==> src/rtl/alu_arbiter_pkg.sv <==
// Shared types for the ALU request scheduler: FSM encoding, request/result bundles.
// Latency: n/a (types only). Backpressure: n/a.
// Included by rr_arbiter2 and alu_arbiter.
package alu_arbiter_pkg;

    localparam int DATA_W = 32;
    localparam int OPC_W  = 6;
    localparam int CNT_W  = 4;

    typedef enum logic [1:0] {
        ARB_IDLE = 2'd0,
        ARB_EXEC = 2'd1,
        ARB_WAIT = 2'd2
    } arb_state_t;

    typedef struct packed {
        logic [OPC_W-1:0]  opcode;
        logic [DATA_W-1:0] a;
        logic [DATA_W-1:0] b;
        logic              cin;
        logic              vin;
    } alu_req_t;

    typedef struct packed {
        logic [DATA_W-1:0] dout;
        logic              cout;
        logic              vout;
        logic              qnz;
    } alu_rsp_t;

    function automatic alu_req_t pick_req(input logic sel, input alu_req_t r0, input alu_req_t r1);
        return sel ? r1 : r0;
    endfunction

endpackage

==> src/rtl/rr_arbiter2.sv <==
// Two-port round-robin arbiter holding only the last-granted pointer.
// Latency: grant is combinational from valid and the pointer; pointer moves on accept.
// Backpressure: the caller qualifies grant with its own ready; no grant is held.
module rr_arbiter2
    import alu_arbiter_pkg::*;
(
    input  logic       clk,
    input  logic       rst,
    input  logic [1:0] valid,
    input  logic       accept,
    output logic [1:0] grant
);

    // Set means port 1 won last, so port 0 is favoured on the next contest.
    logic last_grant;

    always_comb begin
        grant = valid;
        if (valid == 2'b11) begin
            grant = last_grant ? 2'b01 : 2'b10;
        end
    end

    always_ff @(posedge clk or posedge rst) begin
        if (rst) begin
            last_grant <= 1'b1;
        end else if (accept && (grant != 2'b00)) begin
            last_grant <= grant[1];
        end
    end

endmodule

==> src/rtl/alu_arbiter.sv <==
// Shares one combinational ALU between two requesters; ALU_MCP_EN adds a multi-cycle WAIT hold.
// Latency: response pulse 2 cycles after accept, 2+MCP_CYCLES for multi-cycle ops when ALU_MCP_EN is defined.
// Backpressure: readies are raised only in IDLE; a waiting requester holds its payload until then.
module alu_arbiter
    import alu_arbiter_pkg::*;
#(
    parameter int MCP_CYCLES = 2
) (
    input  logic        clk,
    input  logic        rst,
    input  logic        req0_valid,
    output logic        req0_ready,
    input  logic [5:0]  req0_opcode,
    input  logic [31:0] req0_a,
    input  logic [31:0] req0_b,
    input  logic        req0_cin,
    input  logic        req0_vin,
    input  logic        req1_valid,
    output logic        req1_ready,
    input  logic [5:0]  req1_opcode,
    input  logic [31:0] req1_a,
    input  logic [31:0] req1_b,
    input  logic        req1_cin,
    input  logic        req1_vin,
    output logic        rsp0_valid,
    output logic        rsp1_valid,
    output logic [31:0] rsp_dout,
    output logic        rsp_cout,
    output logic        rsp_vout,
    output logic        rsp_qnz,
    output logic        busy,
    output logic [31:0] alu_din_a,
    output logic [31:0] alu_din_b,
    output logic [5:0]  alu_opcode,
    output logic        alu_cin,
    output logic        alu_vin,
    input  logic [31:0] alu_dout,
    input  logic        alu_cout,
    input  logic        alu_vout,
    input  logic        alu_qnzout,
    input  logic        alu_mcp
);

    arb_state_t state_q, state_d;
    logic [1:0] grant;
    logic       in_idle;
    logic       accept;
    logic       capture;
    logic       owner_q;
    logic [1:0] rsp_vld_q;
    alu_req_t   req0, req1, win, alu_q;
    alu_rsp_t   alu_res, rsp_q;

    assign req0    = {req0_opcode, req0_a, req0_b, req0_cin, req0_vin};
    assign req1    = {req1_opcode, req1_a, req1_b, req1_cin, req1_vin};
    assign alu_res = {alu_dout, alu_cout, alu_vout, alu_qnzout};

    assign in_idle    = (state_q == ARB_IDLE);
    assign req0_ready = in_idle & grant[0] & ~rst;
    assign req1_ready = in_idle & grant[1] & ~rst;
    assign accept     = (req0_valid & req0_ready) | (req1_valid & req1_ready);
    assign win        = pick_req(grant[1], req0, req1);

    rr_arbiter2 u_rr (
        .clk    (clk),
        .rst    (rst),
        .valid  ({req1_valid, req0_valid}),
        .accept (accept),
        .grant  (grant)
    );

`ifdef ALU_MCP_EN
    logic [CNT_W-1:0] cnt_q, cnt_d;
`else
    // Without the multi-cycle option the ALU's hold request has no meaning here.
    logic unused_mcp;
    assign unused_mcp = alu_mcp & (MCP_CYCLES > 0);
`endif

    always_comb begin
        state_d = state_q;
        capture = 1'b0;
`ifdef ALU_MCP_EN
        cnt_d   = cnt_q;
`endif
        case (state_q)
            ARB_IDLE: begin
                if (accept) begin
                    state_d = ARB_EXEC;
                end
            end
            ARB_EXEC: begin
`ifdef ALU_MCP_EN
                if (alu_mcp) begin
                    state_d = ARB_WAIT;
                    cnt_d   = CNT_W'(MCP_CYCLES);
                end else begin
                    capture = 1'b1;
                    state_d = ARB_IDLE;
                end
`else
                capture = 1'b1;
                state_d = ARB_IDLE;
`endif
            end
`ifdef ALU_MCP_EN
            ARB_WAIT: begin
                // Operands stay parked on the ALU; the last hold cycle doubles as the capture cycle.
                if (cnt_q == CNT_W'(1)) begin
                    capture = 1'b1;
                    cnt_d   = '0;
                    state_d = ARB_IDLE;
                end else begin
                    cnt_d = cnt_q - CNT_W'(1);
                end
            end
`endif
            default: state_d = ARB_IDLE;
        endcase
    end

    always_ff @(posedge clk or posedge rst) begin
        if (rst) begin
            state_q <= ARB_IDLE;
        end else begin
            state_q <= state_d;
        end
    end

`ifdef ALU_MCP_EN
    always_ff @(posedge clk or posedge rst) begin
        if (rst) begin
            cnt_q <= '0;
        end else begin
            cnt_q <= cnt_d;
        end
    end
`endif

    always_ff @(posedge clk or posedge rst) begin
        if (rst) begin
            alu_q     <= '0;
            owner_q   <= 1'b0;
            rsp_q     <= '0;
            rsp_vld_q <= 2'b00;
        end else begin
            rsp_vld_q <= 2'b00;
            if (accept) begin
                alu_q   <= win;
                owner_q <= grant[1];
            end
            if (capture) begin
                rsp_q     <= alu_res;
                rsp_vld_q <= owner_q ? 2'b10 : 2'b01;
            end
        end
    end

    assign busy       = ~in_idle;
    assign alu_opcode = alu_q.opcode;
    assign alu_din_a  = alu_q.a;
    assign alu_din_b  = alu_q.b;
    assign alu_cin    = alu_q.cin;
    assign alu_vin    = alu_q.vin;
    assign rsp_dout   = rsp_q.dout;
    assign rsp_cout   = rsp_q.cout;
    assign rsp_vout   = rsp_q.vout;
    assign rsp_qnz    = rsp_q.qnz;
    assign rsp0_valid = rsp_vld_q[0];
    assign rsp1_valid = rsp_vld_q[1];

    a_rsp_onehot: assert property (@(posedge clk) disable iff (rst) !(rsp0_valid && rsp1_valid));

`ifdef ALU_MCP_EN
    a_wait_hold: assert property (@(posedge clk) disable iff (rst) (state_q == ARB_WAIT) |-> $stable(alu_q));
`endif

endmodule

==> config.mk <==
export PLATFORM = sky130hd
export DESIGN_NAME = alu_arbiter
export DESIGN_NICKNAME = d
export VERILOG_FILES = /design/src/rtl/alu_arbiter_pkg.sv /design/src/rtl/rr_arbiter2.sv /design/src/rtl/alu_arbiter.sv
export SDC_FILE = /design/constraint.sdc
export NUM_CORES = 1
export LEC_CHECK = 0
export BUFFER_PORTS_ARGS = -buffer_cell sky130_fd_sc_hd__buf_4
export CAP_MARGIN = 20
export CORE_ASPECT_RATIO = 0.9
export CORE_MARGIN = 2
export CORE_UTILIZATION = 26
export DETAILED_ROUTE_END_ITERATION = 16
export PLACE_DENSITY = 0.51
export SETUP_SLACK_MARGIN = 0.3
export SLEW_MARGIN = 15
export SYNTH_ARGS = -nofsm -noshare
export SYNTH_HDL_FRONTEND = slang
export SYNTH_HIERARCHICAL = 1
export SYNTH_SLANG_ARGS = --single-unit
==> constraint.sdc <==
create_clock -name clk -period 3.48 [get_ports clk]
set_input_delay 0.696 -clock clk [delete_from_list [all_inputs] [get_ports clk]]
set_output_delay 0.696 -clock clk [all_outputs]
set_load 0.05 [all_outputs]
# ---- Word-level counts from Yosys, hierarchy flattened
# Cells that the tools add are included.
dict set report totals {
  out_inout_bits 112
  input_bits 184
  reg_bits 113
  word_cells 36
}
dict set report classes {
  n_bitwise 9
  n_eq_ne 3
  n_reduce_logical 3
  n_mux 8
}
# cell count
set ops {}
lappend ops {{$mux W72} 1}
lappend ops {{$mux W2} 6}
lappend ops {{$and A1 B1 Y1} 6}
lappend ops {{$eq A2 B1 Y1 const B} 1}
lappend ops {{$eq A2 B2 Y1 const B} 1}
lappend ops {{$logic_not A2 Y1} 1}
lappend ops {{$ne A2 B1 Y1 const B} 1}
lappend ops {{$not A1 Y1} 2}
lappend ops {{$reduce_bool A2 Y1} 1}
lappend ops {{$logic_and A1 B1 Y1} 1}
lappend ops {{$mux W1} 1}
lappend ops {{$or A1 B1 Y1} 1}

# ---- Depth between registers and ports, before layout
dict set report depth {
  ltp_word 8
  ltp_mapped 8
  mapped_depth_nobuf 6
}

# ---- Hierarchy
# Netlist, hierarchy kept.
# mod instances area_per_inst_um2 cells_per_inst seq_area_each_um2
set modules_own_cells {}
lappend modules_own_cells {alu_arbiter 1 5306.3 320 2777.7}
lappend modules_own_cells {rr_arbiter2 1 60.1 7 26.3}

# ---- Worst setup path before layout
# OpenSTA, ideal clock, no wires.
dict set report synth_timing {
  path_type {in2out}
  from {in req1_valid}
  to {out req1_ready}
  arrival_time_ps 2552
  n_path_buf 2
  t_required_ps 2784
  slack_ps 232
  stages 4
  path_cell_list {a21boi_0 buf_6 buf_4 nor3b_1}
}
dict set report synth_via {
  elab_chain_cells 4
}
# item line_no
set synth_rtl {}
lappend synth_rtl {{from (decl)} alu_arbiter.sv:18} ;# input logic req1_valid,
lappend synth_rtl {{$eq A2 B2 Y1} rr_arbiter2.sv:19} ;# if (valid == 2'b11) begin
lappend synth_rtl {{$mux W2 *} rr_arbiter2.sv:19}
lappend synth_rtl {{$and A1 B1 Y1 * (2 in a row)} alu_arbiter.sv:60} ;# assign req1_ready = in_idle & grant[1] & ~rst;
lappend synth_rtl {{to (decl)} alu_arbiter.sv:19} ;# output logic req1_ready,
# Mark *: on every way between the ends. The rest lies on a longest branch, timed or not.

# ---- Final worst setup path
dict set report layout_timing {
  from {in req0_valid}
  to {out req1_ready}
}
dict set report layout_via {
  elab_chain_cells 4
}
# item line_no
set layout_rtl {}
lappend layout_rtl {{from (decl)} alu_arbiter.sv:11} ;# input logic req0_valid,
lappend layout_rtl {{$eq A2 B2 Y1} rr_arbiter2.sv:19}
lappend layout_rtl {{$mux W2} rr_arbiter2.sv:19}
lappend layout_rtl {{net grant[1]} alu_arbiter.sv:45} ;# logic [1:0] grant;
lappend layout_rtl {{$and A1 B1 Y1 (2 in a row)} alu_arbiter.sv:60}
# The timed path passes the listed nets, and every way through them passes these cells.

==> results.yml <==
status:
  status: "finished, final reports clean"
pwr:
  p_per_area_nw_per_um2: 937
  p_leak_nw: 3.87
  irDropWorstVdd_mv: 0.531
  finalPower_mw: 7.62
detailed_routing:
  wire_per_inst_um: 15.9
  drtIter0Drc: 115
  drtAntennaViolNets: 0
  firstDrtPassIters: 3
  vias: 3716
  via_per_inst: 4.21
  drc: 0
  routed_wl_um: 14100
floorplanning:
  die_h_um: 140
  rows: 49
  pin_count: 296
  start_util_pct: 26.7
  core_area_um2: 20100
  die_w_um: 155
  design.die.area_um2: 21800
timing:
  tightest_slew_ns: 0.913
  fmax_ghz: 0.397
  finalCriticalPeriod_ns: 2.52
  rsz0062_at_grt: "no"
  clock-skew-final_ns: 0.0107
  finalHoldViolations: 0
  drv_slew: 0
  relSlewSlack_pct: 39.2
  setup_viol: 0
  finalSetupTns_ns: 0
  fin_crit_sh_pct: 72.3
clock_network:
  htreeDepth: 3
  cts-buffers-inserted: 9
  clk_latency_ns: 0.36
  hold_buffers: 0
  cts_setup_buffers: 0
  clk_pin_slew_ns: 0.07
  clockBufferDepth: 2
  cts_tree: "done"
  ctsRootBufferMaster: "clkbuf_16"
  ctsResizeCount: 0
  cts_sinks: 112
yosys:
  synth_warnings: 6
  synth.distinct_cells: 21
  syn_nets: 511
  syn_area_um2: 5370
  ys_ff_latch: 112
  postSynthAreaPerCell_um2: 16.4
  ys_seq_area_share_pct: 52.2
  synth_cells: 327
flow_run:
  maxCapViolations: 0
worst_setup_path:
  worstSetupPathType: "input port to output port"
  r2r_start: "u_rr/last_grant"
  crit_arrival_ns: 1.82
  cp.required_ns: 2.78
  critPathLaunchType: "input port"
  setup.worst_path.start: "req0_valid"
  reg2reg_slack_ns: 1.18
  setup.worst_path.end_class: "output port"
  crit_fanout: 23
  r2r_cells: 6
  regToRegEndpoint: "alu_din_a[30]"
placement:
  port_buffers: 294
  gp_congestion: 0.745
  dpl_cell_area_um2: 7830
  hpwl_um: 10700
final_layout:
  mostFrequentLayoutCell: "buf_4"
  layout_common_cells: "buf_4, mux2_2, dfrtp_1"
  drive_gt1_share_pct: 80.1
  area_growth_pct: 51.6
  final_nets: 806
  antenna_cells: 0
  fin_area_um2: 8140
global_routing:
  grt_antenna_before_repair: 0
  grt_max_degree: 69
  grt_pass1_vias: 4156
  grtUsageTotal_pct: 12.8
  globalRoute.totalOverflow: 0
  grt_pass1_wl_um: 21900
min_path:
  holdCritPathClass: "input port to asynchronous set/reset pin"
## area by class of cell
cell class	count	area, µm²
Inverter	3	15.0
Multi-Input combinational cell	191	2350
Tap cell	255	319
Clock inverter	6	75.1
Clock buffer	10	229
Timing Repair Buffer	305	2340
Sequential cell	112	2810
Fill cell	1925	12000
## sequential cells by signal, indices dropped and copies added (netlist names)
name and count:
alu_din_a 32, alu_din_b 32, rsp_dout 32, alu_opcode 6, rsp_vld_q 2, alu_cin 1, alu_vin 1, owner_q 1
rsp_cout 1, rsp_qnz 1, rsp_vout 1, state_q 1, u_rr/last_grant 1
## worst max-delay path, cell delays in order
cell and delay (ns):
buf_4 0.14, a21boi_4 0.20, buf_4 0.33, nor3b_2 0.23, buf_4 0.23
## synthesized netlist by cell type (all sizes together)
cell	count	area share, %
dfrtp	111	52
mux2	180	42
and2	1	0.12
nor3b	2	0.28
clkbuf	1	0.070
a21boi	2	0.28
buf	20	4.1
a21oi	1	0.093
nor3	2	0.28
a31oi	1	0.12
a22oi	1	0.23
dfstp	1	0.49
nor2b	1	0.12
inv	3	0.21
## report_power, final
part	internal, mW	total, mW	switching [mW]
Clock	0.573	1.07	0.502
Combinational	1.63	4.33	2.70
Sequential	1.88	2.22	0.340
Total	4.08	7.62	3.54
## worst max-delay path by stage
stage                       endpoint  cells past startpoint  slack [ns]
after floorplan           req0_ready                      3        0.68
final                     req1_ready                      5        0.96
after global routing      req1_ready                      5        0.84
after CTS                 req1_ready                      5        0.94
after global placement       alu_vin                      6        0.90
after detailed placement     alu_cin                      6        0.87
## metrics by stage
step	utilization, %	hold slack [ns]	worst slack (ns)	instances
4_1_cts	40.5	0.242	0.944	882
6_report	40.5	0.266	0.963	882
3_5_place_dp	38.9	0.438	0.871	866
5_1_grt	40.5	0.249	0.844	882
3_3_place_gp	38.9	0.435	0.901	866
2_1_floorplan	-	0.410	0.679	327
## logic make-up after synthesis
kind of cell / share of synthesized area, %
flops: 52.2
mux: 41.9
compound gates: 0.723
buf+inv: 4.34
simple gates: 0.793
## metal layers
| layer | vias to the layer above | part of all wire [%] | track usage, % |
|---|---|---|---|
| met5 | - | 0 | 0 |
| met4 | 0 | 1.0 | 3.33 |
| met3 | 9 | 10 | 5.41 |
| met2 | 166 | 49 | 22.0 |
| met1 | 1783 | 39 | 14.7 |
| li1 | 1758 | - | - |
Power figures use the tool's default switching activity.
